==> config.mk <==
export PLATFORM = sky130hd
export DESIGN_NAME = sync_fifo_flex_flat
export DESIGN_NICKNAME = d
export VERILOG_FILES = /design/src/rtl/sync_fifo_flex_if.sv /design/src/rtl/sync_fifo_flex.sv /design/src/flat_wrapper.sv
export SDC_FILE = /design/constraint.sdc
export NUM_CORES = 1
export LEC_CHECK = 0
export BUFFER_PORTS_ARGS = -buffer_cell sky130_fd_sc_hd__buf_2
export CAP_MARGIN = 15
export CORE_UTILIZATION = 55
export CTS_BUF_LIST = sky130_fd_sc_hd__clkbuf_8
export CTS_CLUSTER_SIZE = 16
export DETAILED_ROUTE_END_ITERATION = 7
export HOLD_SLACK_MARGIN = 0.02
export PLACE_DENSITY = 0.77
export SLEW_MARGIN = 20
export SYNTH_ARGS = -nofsm -noshare
export SYNTH_HDL_FRONTEND = slang
export SYNTH_SLANG_ARGS = --single-unit
export TNS_END_PERCENT = 100
==> constraint.sdc <==
create_clock -name clk -period 5.6 [get_ports clk]
set_clock_uncertainty 0.05 [all_clocks]
set_input_delay 1.68 -clock clk [delete_from_list [all_inputs] [get_ports clk]]
set_output_delay 1.68 -clock clk [all_outputs]
set_load 0.02 [all_outputs]
==> src/rtl/sync_fifo_flex_if.sv <==
// Handshake/status bundle between a producer/consumer and sync_fifo_flex.
// The master side drives requests; the slave side (the FIFO) returns data and status.
interface sync_fifo_flex_if #(
    parameter int DWIDTH = 8,
    parameter int DEPTH  = 8
);
    localparam int CW = $clog2(DEPTH) + 1;

    logic              flush;
    logic              wr_en;
    logic [DWIDTH-1:0] wdata;
    logic              rd_en;
    logic              clr_err;
    logic [DWIDTH-1:0] rdata;
    logic              rvalid;
    logic              empty;
    logic              full;
    logic              almost_empty;
    logic              almost_full;
    logic [CW-1:0]     numel;
    logic [CW-1:0]     high_water;
    logic              overflow;
    logic              underflow;

    modport master (
        output flush, wr_en, wdata, rd_en, clr_err,
        input  rdata, rvalid, empty, full, almost_empty, almost_full,
               numel, high_water, overflow, underflow
    );

    modport slave (
        input  flush, wr_en, wdata, rd_en, clr_err,
        output rdata, rvalid, empty, full, almost_empty, almost_full,
               numel, high_water, overflow, underflow
    );
endinterface

==> src/rtl/sync_fifo_flex.sv <==
// Single-clock FIFO with show-ahead or registered read, programmable thresholds,
// flush, sticky error flags and high-water-mark tracking.
module sync_fifo_flex #(
    parameter int DWIDTH    = 8,
    parameter int DEPTH     = 8,
    parameter int AF_THRESH = DEPTH - 2,
    parameter int AE_THRESH = 1,
    parameter int FWFT      = 1
) (
    input  logic              clk,
    input  logic              rst_n,
    sync_fifo_flex_if.slave   bus
);
    localparam int AW = $clog2(DEPTH);
    localparam int CW = AW + 1;
    localparam logic [CW-1:0] DEPTH_C = CW'(DEPTH);
    localparam logic [CW-1:0] AF_C    = CW'(AF_THRESH);
    localparam logic [CW-1:0] AE_C    = CW'(AE_THRESH);

    logic [DWIDTH-1:0] mem [DEPTH];
    logic [AW-1:0]     wr_ptr, rd_ptr;
    logic [CW-1:0]     count, count_nxt, hw_q;
    logic              ovf_q, unf_q;
    logic              empty_c, full_c, wr_acc, rd_acc;

    assign empty_c = (count == '0);
    assign full_c  = (count == DEPTH_C);

    // Flush blocks both accepts so a flush edge never moves data or raises errors.
    assign wr_acc = bus.wr_en & ~full_c  & ~bus.flush;
    assign rd_acc = bus.rd_en & ~empty_c & ~bus.flush;

    assign count_nxt = bus.flush ? '0 : (count + CW'(wr_acc) - CW'(rd_acc));

    // Storage is deliberately left unreset.
    always_ff @(posedge clk) begin
        if (wr_acc) mem[wr_ptr] <= bus.wdata;
    end

    always_ff @(posedge clk or negedge rst_n) begin
        if (!rst_n) begin
            wr_ptr <= '0;
            rd_ptr <= '0;
            count  <= '0;
            hw_q   <= '0;
        end else if (bus.flush) begin
            wr_ptr <= '0;
            rd_ptr <= '0;
            count  <= '0;
            hw_q   <= '0;
        end else begin
            if (wr_acc) wr_ptr <= wr_ptr + AW'(1);
            if (rd_acc) rd_ptr <= rd_ptr + AW'(1);
            count <= count_nxt;
            if (count_nxt > hw_q) hw_q <= count_nxt;
        end
    end

    // Set beats clear; flush neither sets nor implicitly clears the flags.
    always_ff @(posedge clk or negedge rst_n) begin
        if (!rst_n) begin
            ovf_q <= 1'b0;
            unf_q <= 1'b0;
        end else begin
            if (bus.wr_en & full_c & ~bus.flush) ovf_q <= 1'b1;
            else if (bus.clr_err)                ovf_q <= 1'b0;
            if (bus.rd_en & empty_c & ~bus.flush) unf_q <= 1'b1;
            else if (bus.clr_err)                 unf_q <= 1'b0;
        end
    end

    generate
        if (FWFT != 0) begin : g_fwft
            assign bus.rdata  = mem[rd_ptr];
            assign bus.rvalid = ~empty_c;
        end else begin : g_reg
            logic [DWIDTH-1:0] rdata_q;
            logic              rvalid_q;

            always_ff @(posedge clk or negedge rst_n) begin
                if (!rst_n) begin
                    rdata_q  <= '0;
                    rvalid_q <= 1'b0;
                end else begin
                    rvalid_q <= rd_acc;
                    if (rd_acc) rdata_q <= mem[rd_ptr];
                end
            end

            assign bus.rdata  = rdata_q;
            assign bus.rvalid = rvalid_q;
        end
    endgenerate

    assign bus.empty        = empty_c;
    assign bus.full         = full_c;
    assign bus.almost_empty = (count <= AE_C);
    assign bus.almost_full  = (count >= AF_C);
    assign bus.numel        = count;
    assign bus.high_water   = hw_q;
    assign bus.overflow     = ovf_q;
    assign bus.underflow    = unf_q;
endmodule

==> src/flat_wrapper.sv <==
// flat-port wrapper written by rule: the top's interface ports become plain ports
module sync_fifo_flex_flat 
#(
    parameter int DWIDTH    = 8,
    parameter int DEPTH     = 8,
    parameter int AF_THRESH = DEPTH - 2,
    parameter int AE_THRESH = 1,
    parameter int FWFT      = 1
)
  (clk, rst_n, bus_flush, bus_wr_en, bus_wdata, bus_rd_en, bus_clr_err, bus_rdata, bus_rvalid, bus_empty, bus_full, bus_almost_empty, bus_almost_full, bus_numel, bus_high_water, bus_overflow, bus_underflow);
  sync_fifo_flex_if #(.DWIDTH(DWIDTH), .DEPTH(DEPTH)) bus_i ();
  input  logic clk;
  input  logic rst_n;
  input wire logic [$bits(bus_i.flush)-1:0] bus_flush;
  input wire logic [$bits(bus_i.wr_en)-1:0] bus_wr_en;
  input wire logic [$bits(bus_i.wdata)-1:0] bus_wdata;
  input wire logic [$bits(bus_i.rd_en)-1:0] bus_rd_en;
  input wire logic [$bits(bus_i.clr_err)-1:0] bus_clr_err;
  output wire logic [$bits(bus_i.rdata)-1:0] bus_rdata;
  output wire logic [$bits(bus_i.rvalid)-1:0] bus_rvalid;
  output wire logic [$bits(bus_i.empty)-1:0] bus_empty;
  output wire logic [$bits(bus_i.full)-1:0] bus_full;
  output wire logic [$bits(bus_i.almost_empty)-1:0] bus_almost_empty;
  output wire logic [$bits(bus_i.almost_full)-1:0] bus_almost_full;
  output wire logic [$bits(bus_i.numel)-1:0] bus_numel;
  output wire logic [$bits(bus_i.high_water)-1:0] bus_high_water;
  output wire logic [$bits(bus_i.overflow)-1:0] bus_overflow;
  output wire logic [$bits(bus_i.underflow)-1:0] bus_underflow;
  assign bus_i.flush = bus_flush;
  assign bus_i.wr_en = bus_wr_en;
  assign bus_i.wdata = bus_wdata;
  assign bus_i.rd_en = bus_rd_en;
  assign bus_i.clr_err = bus_clr_err;
  assign bus_rdata = bus_i.rdata;
  assign bus_rvalid = bus_i.rvalid;
  assign bus_empty = bus_i.empty;
  assign bus_full = bus_i.full;
  assign bus_almost_empty = bus_i.almost_empty;
  assign bus_almost_full = bus_i.almost_full;
  assign bus_numel = bus_i.numel;
  assign bus_high_water = bus_i.high_water;
  assign bus_overflow = bus_i.overflow;
  assign bus_underflow = bus_i.underflow;
  sync_fifo_flex #(.DWIDTH(DWIDTH), .DEPTH(DEPTH), .AF_THRESH(AF_THRESH), .AE_THRESH(AE_THRESH), .FWFT(FWFT)) u_core (.clk(clk), .rst_n(rst_n), .bus(bus_i));
endmodule
==> qor.log, run 1 <==
[status] outcome complete, no violations
[power] leakage power total 1.52 nW
[synth] Seq/Total Area, Yosys 0.660
[worst_setup_path] peak fanout along the critical path 18
[worst_setup_path] type of the worst setup path input pin to flip-flop
[synth] syn avg cell area 16.7 sq um
[worst_setup_path] startpoint class of the critical path input pin
[min_path] path category of the worst min-delay check flip-flop to flip-flop
[synth] cell count after synthesis 211
[worst_setup_path] cell type with the highest occurrence count on the critical path ha_1
[global_routing] wire length of the first global-routing pass 9.66 mm
[routing] via/cell ratio 5.83
[worst_setup_path] CP Launch Point bus_flush
[routing] Post-route DRC 0
[worst_setup_path] Setup crit end u_core.bus.high_water[3]
[cts] Clock Tree Buf Depth 2
[placement] number of buffers added on ports 36
[cts] insertion delay to the later sink of the worst-skew pair 0.34 ns
[sta] post-route setup TNS 0 ns
[placement] routability congestion estimate from global placement 0.830
[placement] estimated wirelength of the detail-placed design 4.03 mm
[worst_setup_path] worst endpoint required time 5.76 ns
[sta] share of the clock period used by the worst path 0.760
[global_routing] antenna violations before repair 0
[min_path] start point of the worst min-delay path u_core.bus.overflow
[sta] final hold violation count 0
[cts] clock slew at reported path FFs 0.08 ns
[worst_setup_path] top cell family by delay on the critical path adder cells
[global_routing] global-route usage over all layers 0.208
[worst_setup_path] crit path capture type flip-flop
[worst_setup_path] largest stage delay on the critical path 0.39 ns
[sta] final number of max-transition violations 0
[placement] worst-case setup slack after placement 1.02 ns
[sta] count of final setup violators 0
[cts] # hold bufs at CTS 0
[routing] 1st-pass router iterations 4
[sta] worst-case headroom to the max-slew limit 0.380
[cts] clock tree from TritonCTS yes
[routing] wire per inst 18.7 um
[worst_setup_path] WP depth 13
[worst_setup_path] count of cells along the worst register-to-register path 16
[worst_setup_path] endpoint of the worst-slack reg-to-reg timing path u_core.bus.high_water[3]
[sta] Max Clock Freq 235 MHz
[cts] CTS root buffer clkbuf_8
[worst_setup_path] Arr. time, crit path 4.42 ns
[global_routing] maximum number of pins on one net before global-route repair 19
[synth] top cell type by total area after synthesis edfxtp_1
[floorplanning] total core area 6030 sq um
[synth] top area cells in the synthesized netlist edfxtp_1 55%, mux4_1 12%, dfrtp_1 11%
[synth] Yosys cell types 32
[floorplanning] Std-Cell Rows 28
[power] total design power 1.84 mW
[floorplanning] overall die width 82.0 um
[floorplanning] full die area 6720 sq um
[sta] pin slew with the least headroom to its limit 0.926 ns
[routing] detailed-route wire length 6.16 mm
[cells_and_area] net count of the finished layout 279
[floorplanning] io pins 37
[sta] final setup margin 1.34 ns
[synth] register bit count reported by yosys 80
[synth] synthesized netlist net count 240
[cts] post-CTS setup buffer count 0
[worst_setup_path] worst-path cell chain buf_2 > nor2_1 > ha_1 > inv_1 > ha_1 > fa_1 > xnor2_1 > nor2_1 > ha_1 > a211oi_1 > o21ai_0 > a21oi_1 > a211oi_1
[global_routing] number of global-route vias before repair 1839
[run] number of violations of the max-capacitance limit 0
[floorplanning] Die H 82.0 um
[sta] unrepaired setup endpoints after global routing no
[cells_and_area] most frequent standard cell in the layout excluding fill and tap cells edfxtp_1
[routing] number of nets still failing antenna checks after routing 0
[cts] TritonCTS buffer count 9
[sta] final period demand of the worst path 4.26 ns
[cells_and_area] most used cells in the layout excluding fill and tap cells 64 x edfxtp_1, 36 x buf_2, 17 x nor2_1
[worst_setup_path] cell type of the slowest stage on the worst timing path fa_1
[cells_and_area] Syn-to-layout area delta 12.0%
[synth] Netlist Area Pre-Place 3520 sq um
[global_routing] Overflow after GRT 0
[worst_setup_path] Reg2Reg Launch Point u_core.bus.numel[2]
[routing] via count 1925
[cts] number of sinks handled by clock tree synthesis 80
[worst_setup_path] buffer and inverter count on the worst path 2
[synth] warning count from the yosys run 0
[cells_and_area] share of final-layout standard cells stronger than drive strength 1 0.247
[cts] post-CTS sizing 0
[floorplanning] initial standard-cell utilization of the core 0.583
[cells_and_area] total inserted antenna cells 0
[synth] area share of the leading cell type in the synthesized netlist 0.547
[power] Max IR drop VDD 0.385 mV
[worst_setup_path] worst reg-to-reg setup slack 1.56 ns
[power] Power Density 466 nW/um^2
[routing] DRT iter0 DRCs 129
[cts] htree depth 3
==> tightest hold or removal path, cell delays in order, from the launching register on <==
cell and delay (ns):
dfrtp_1 0.38, inv_1 0.05, o22ai_1 0.07
==> state kept, by name, indices dropped and copies added (netlist names) <==
signal                 cells
u_core.wr_ptr              3
u_core.rd_ptr              3
u_core.mem                64
u_core.bus.high_water      4
u_core.bus.underflow       1
u_core.bus.numel           4
u_core.bus.overflow        1
==> layout make-up <==
cell class                      instances  area [sq um]
Multi-Input combinational cell        108          1090
Fill cell                             427          2090
Clock buffer                            9           124
Inverter                               15          56.3
Sequential cell                        80          2320
Timing Repair Buffer                   36           180
Tap cell                               75          93.8
Clock inverter                          7          70.1
==> stage by stage <==
stage                     hold slack, ns  std cells  cell area [sq um]  utilization
after global placement             0.461        314               3740        0.621
after global routing               0.537        330               3940        0.654
final                              0.485        330               3940        0.654
after floorplan                    0.495        211               3520            -
after detailed placement           0.477        314               3740        0.621
after CTS                          0.489        330               3940        0.654
==> metal layers <==
metal  global-route usage  vias up  part of all wire
li1                     -      890                 -
met4               0.0982        0             0.018
met3               0.0433       11             0.054
met2                0.307       62              0.48
met5                    0        -                 0
met1                0.297      962              0.45
==> cells in the mapped netlist <==
library cell,n
a211oi_1,2
a21o_1,1
a21oi_1,8
a41o_1,1
a41oi_1,1
buf_1,1
buf_12,1
buf_2,1
buf_6,1
clkbuf_1,4
dfrtp_1,16
edfxtp_1,64
fa_1,1
ha_1,14
inv_1,15
mux2_2,8
mux4_1,16
nand2_1,9
nand2b_1,4
nand3_1,7
nor2_1,17
nor2b_1,1
nor3_1,2
o21a_1,1
o21ai_0,3
o22ai_1,1
o31ai_1,1
o32ai_1,1
or3_1,1
or3b_2,2
xnor2_1,2
xor2_1,4
==> how the worst min path moves through the flow <==
stage	end	slack (ns)	depth (start not counted)
floorplan	u_core.wr_ptr[0]	0.50	2
global placement	u_core.bus.underflow	0.46	2
detailed placement	u_core.bus.overflow	0.48	2
CTS	u_core.bus.overflow	0.49	2
global route	u_core.bus.overflow	0.54	2
finish	u_core.bus.overflow	0.49	2
==> cells by family after synthesis <==
group           synth area share
buf+inv                   0.0317
compound gates            0.0359
fa+ha+maj                 0.0555
flops                      0.660
mux                        0.145
xor+xnor                  0.0149
simple gates              0.0562
==> power breakdown <==
part           switching (mW)  internal, mW
Clock                   0.205         0.207
Combinational           0.375         0.291
Sequential             0.0682         0.690
No activity file was read; power rests on OpenSTA's default activity.
==> run 2: changes to the inputs <==
--- a/config.mk
+++ b/config.mk
@@ -12,7 +12,7 @@
 export CTS_CLUSTER_SIZE = 16
 export DETAILED_ROUTE_END_ITERATION = 7
 export HOLD_SLACK_MARGIN = 0.02
-export PLACE_DENSITY = 0.77
+export PLACE_DENSITY = 0.8
 export SLEW_MARGIN = 20
 export SYNTH_ARGS = -nofsm -noshare
 export SYNTH_HDL_FRONTEND = slang
==> constraint.sdc (replaced) <==
create_clock -name clk -period 3.65 [get_ports clk]
set_clock_uncertainty 0.05 [all_clocks]
set_input_delay 1.095 -clock clk [delete_from_list [all_inputs] [get_ports clk]]
set_output_delay 1.095 -clock clk [all_outputs]
set_load 0.02 [all_outputs]
==> qor.log, run 2 (synthesized netlist as in run 1, its figures left out) <==
[cells_and_area] most used cells in the layout excluding fill and tap cells 64 x edfxtp_1, 36 x buf_2, 21 x buf_4
[worst_setup_path] type of the worst setup path flip-flop to flip-flop
[power] cell internal power dissipation 2.02 mW [+70%]
[sta] final hold violation count 0 [unchanged]
[power] clock network fraction of design power 0.210 [-0.014]
[placement] estimated wirelength of the detail-placed design 4.38 mm [+8.6%]
[power] Switching Share 0.360 [+0.00661]
[placement] number of buffers added on ports 36 [unchanged]
[sta] pin slew with the least headroom to its limit 0.717 ns [-0.209 ns]
[power] sequential share of power 0.354 [-0.059]
[routing] 1st-pass router iterations 4 [unchanged]
[floorplanning] overall die width 82.0 um [unchanged]
[sta] Max Clock Freq 283 MHz
[cts] clock tree from TritonCTS yes
[global_routing] maximum number of pins on one net before global-route repair 19 [unchanged]
[worst_setup_path] worst endpoint required time 3.85 ns [-1.91 ns]
[placement] post-placement cell area 3900 sq um [+4.1%]
[cells_and_area] Top reg by flops u_core.mem
[sta] final number of max-transition violations 0 [unchanged]
[cells_and_area] net count of the finished layout 300 [+7.5%]
[sta] count of final setup violators 0 [unchanged]
[worst_setup_path] startpoint class of the critical path flip-flop
[power] Net Switching 1.13 mW [+75%]
[sta] hold_ws 0.494 ns [+0.00851 ns]
[worst_setup_path] peak fanout along the critical path 5 [-13]
[cells_and_area] fill count 388 [-9.1%]
[routing] Post-route DRC 0 [unchanged]
[sta] final period demand of the worst path 3.53 ns
[global_routing] wire length of the first global-routing pass 10.2 mm [+5.1%]
[floorplanning] Die H 82.0 um [unchanged]
[routing] via/cell ratio 5.75 [-1.4%]
[min_path] depth of the worst hold-timing path 2 [unchanged]
[cells_and_area] max reg flops 64 [unchanged]
[worst_setup_path] count of cells along the worst register-to-register path 15 [-1]
[cells_and_area] share of final-layout standard cells stronger than drive strength 1 0.362 [+0.115]
[run] number of violations of the max-capacitance limit 0 [unchanged]
[cts] Clock Tree Buf Depth 2 [unchanged]
[sta] post-route setup TNS 0 ns [unchanged]
[floorplanning] io pins 37 [unchanged]
[worst_setup_path] Arr. time, crit path 3.73 ns [-0.69 ns]
[min_path] path category of the worst min-delay check flip-flop to flip-flop
[power] leakage power total 1.62 nW [+6.4%]
[sta] worst-case headroom to the max-slew limit 0.522 [+0.142]
[cts] # hold bufs at CTS 0 [unchanged]
[floorplanning] Std-Cell Rows 28 [unchanged]
[worst_setup_path] Reg2Reg Launch Point u_core.bus.numel[2]
[floorplanning] initial standard-cell utilization of the core 0.583 [unchanged]
[routing] DRT iter0 DRCs 108 [-16%]
[floorplanning] total core area 6030 sq um [unchanged]
[cts] insertion delay to the later sink of the worst-skew pair 0.35 ns [about the same]
[power] Max IR drop VDD 0.877 mV [+130%]
[cells_and_area] total inserted antenna cells 0 [unchanged]
[routing] wire per inst 18.9 um [+1.4%]
[placement] worst-case setup slack after placement -0.00404 ns [-1.03 ns]
[global_routing] antenna violations before repair 0 [unchanged]
[cts] CTS root buffer clkbuf_8
[cts] TritonCTS buffer count 9 [unchanged]
[cells_and_area] storage element area 2320 sq um [+0.11%]
[cells_and_area] Syn-to-layout area delta 18.6%
[worst_setup_path] WP depth 15 [+2]
[power] Power Density 755 nW/um^2 [+62%]
[worst_setup_path] buffer and inverter count on the worst path 3 [+1]
[global_routing] number of global-route vias before repair 1994 [+8.4%]
[worst_setup_path] CP Launch Point u_core.bus.numel[2]
[cells_and_area] post-route standard cell area excluding fillers 4170 sq um [+5.9%]
[routing] detailed-route wire length 6.65 mm [+7.9%]
[worst_setup_path] worst-path cell chain inv_2 > buf_4 > ha_1 > or3b_2 > inv_1 > nor2_1 > ha_1 > fa_2 > xnor2_1 > nor2_2 > ha_4 > a211oi_4 > o21a_1 > nor2_1 > o31ai_1
[cells_and_area] area of the multi-input gates 1150 sq um [+5.7%]
[worst_setup_path] crit path capture type flip-flop
[sta] share of the clock period used by the worst path 0.968
[worst_setup_path] largest stage delay on the critical path 0.53 ns [+0.14 ns]
[floorplanning] full die area 6720 sq um [unchanged]
[cells_and_area] most frequent standard cell in the layout excluding fill and tap cells edfxtp_1
[status] outcome complete, no violations
[worst_setup_path] top cell family by delay on the critical path adder cells
[routing] via count 2019 [+4.9%]
[cts] number of sinks handled by clock tree synthesis 80 [unchanged]
[global_routing] global-route usage over all layers 0.216 [+0.00842]
[min_path] start point of the worst min-delay path u_core.bus.overflow
[cts] clock slew at reported path FFs 0.08 ns [about the same]
[routing] number of nets still failing antenna checks after routing 0 [unchanged]
[cts] htree depth 3 [unchanged]
[sta] final setup margin 0.117 ns [-1.22 ns]
[global_routing] Overflow after GRT 0 [unchanged]
[power] combinational cell fraction of total power 0.436 [+0.073]
[placement] routability congestion estimate from global placement 0.887 [+6.9%]
[worst_setup_path] cell type of the slowest stage on the worst timing path or3b_2
[run 2: path summary, 6_finish.rpt]
| check | endpoint | slack (ns) |
|---|---|---|
| setup / recovery | u_core.bus.high_water[2] | 0.12 |
| hold / removal | u_core.bus.overflow | 0.49 |
| setup reg to reg | u_core.bus.high_water[2] | 0.12 |
| hold reg to reg | u_core.bus.overflow | 0.49 |
| max in group asynchronous | u_core.bus.numel[3] | 2.65 |
| min in group asynchronous | u_core.bus.high_water[2] | 0.60 |
[run 2: through the flow]
stage | instances | util | total power, mW
after floorplan | 211 | - | 2.00
after global placement | 334 | 0.647 | 2.31
after detailed placement | 334 | 0.647 | 2.34
final | 351 | 0.692 | 3.15
after CTS | 350 | 0.681 | 3.00
after global routing | 351 | 0.692 | 3.32
[run 2: repair_timing]
action,CTS,global route
buffers inserted,0,1
endpoints found under the setup margin,1,4
resized for setup,0,12
pin swaps,2,6
[run 2: worst reg2reg max path, cell delays in order, from the launching register on]
cell and delay, ns:
dfrtp_2 0.43, inv_2 0.08, buf_4 0.12, ha_1 0.13, or3b_2 0.53, inv_1 0.14
nor2_1 0.07, ha_1 0.21, fa_2 0.34, xnor2_1 0.14, nor2_2 0.19, ha_4 0.25
a211oi_4 0.24, o21a_1 0.19, nor2_1 0.07, o31ai_1 0.25
[run 2: area by class of cell]
| type | instances | share of cell area |
|---|---|---|
| clock buffer | 9 | 0.0297 |
| inverter | 15 | 0.0135 |
| timing repair buffer | 57 | 0.0810 |
| sequential | 80 | 0.557 |
| clock inverter | 7 | 0.0189 |
| multi-input combinational | 108 | 0.277 |
| tap | 75 | 0.0225 |
[run 2: layer usage]
| layer | share of wire | global-route usage |
|---|---|---|
| met5 | 0 | 0 |
| met4 | 0.020 | 0.0965 |
| met3 | 0.033 | 0.0389 |
| met2 | 0.49 | 0.333 |
| met1 | 0.46 | 0.302 |
[run 2: power by group through the flow]
stage          clock network, mW  logic [mW]  registers [mW]
3_5_place_dp                   0        1.21            1.13
5_1_grt                    0.706        1.49            1.12
6_report                   0.659        1.37            1.11
4_1_cts                    0.668        1.22            1.11
3_3_place_gp                   0        1.18            1.13
2_1_floorplan                  0       0.844            1.16
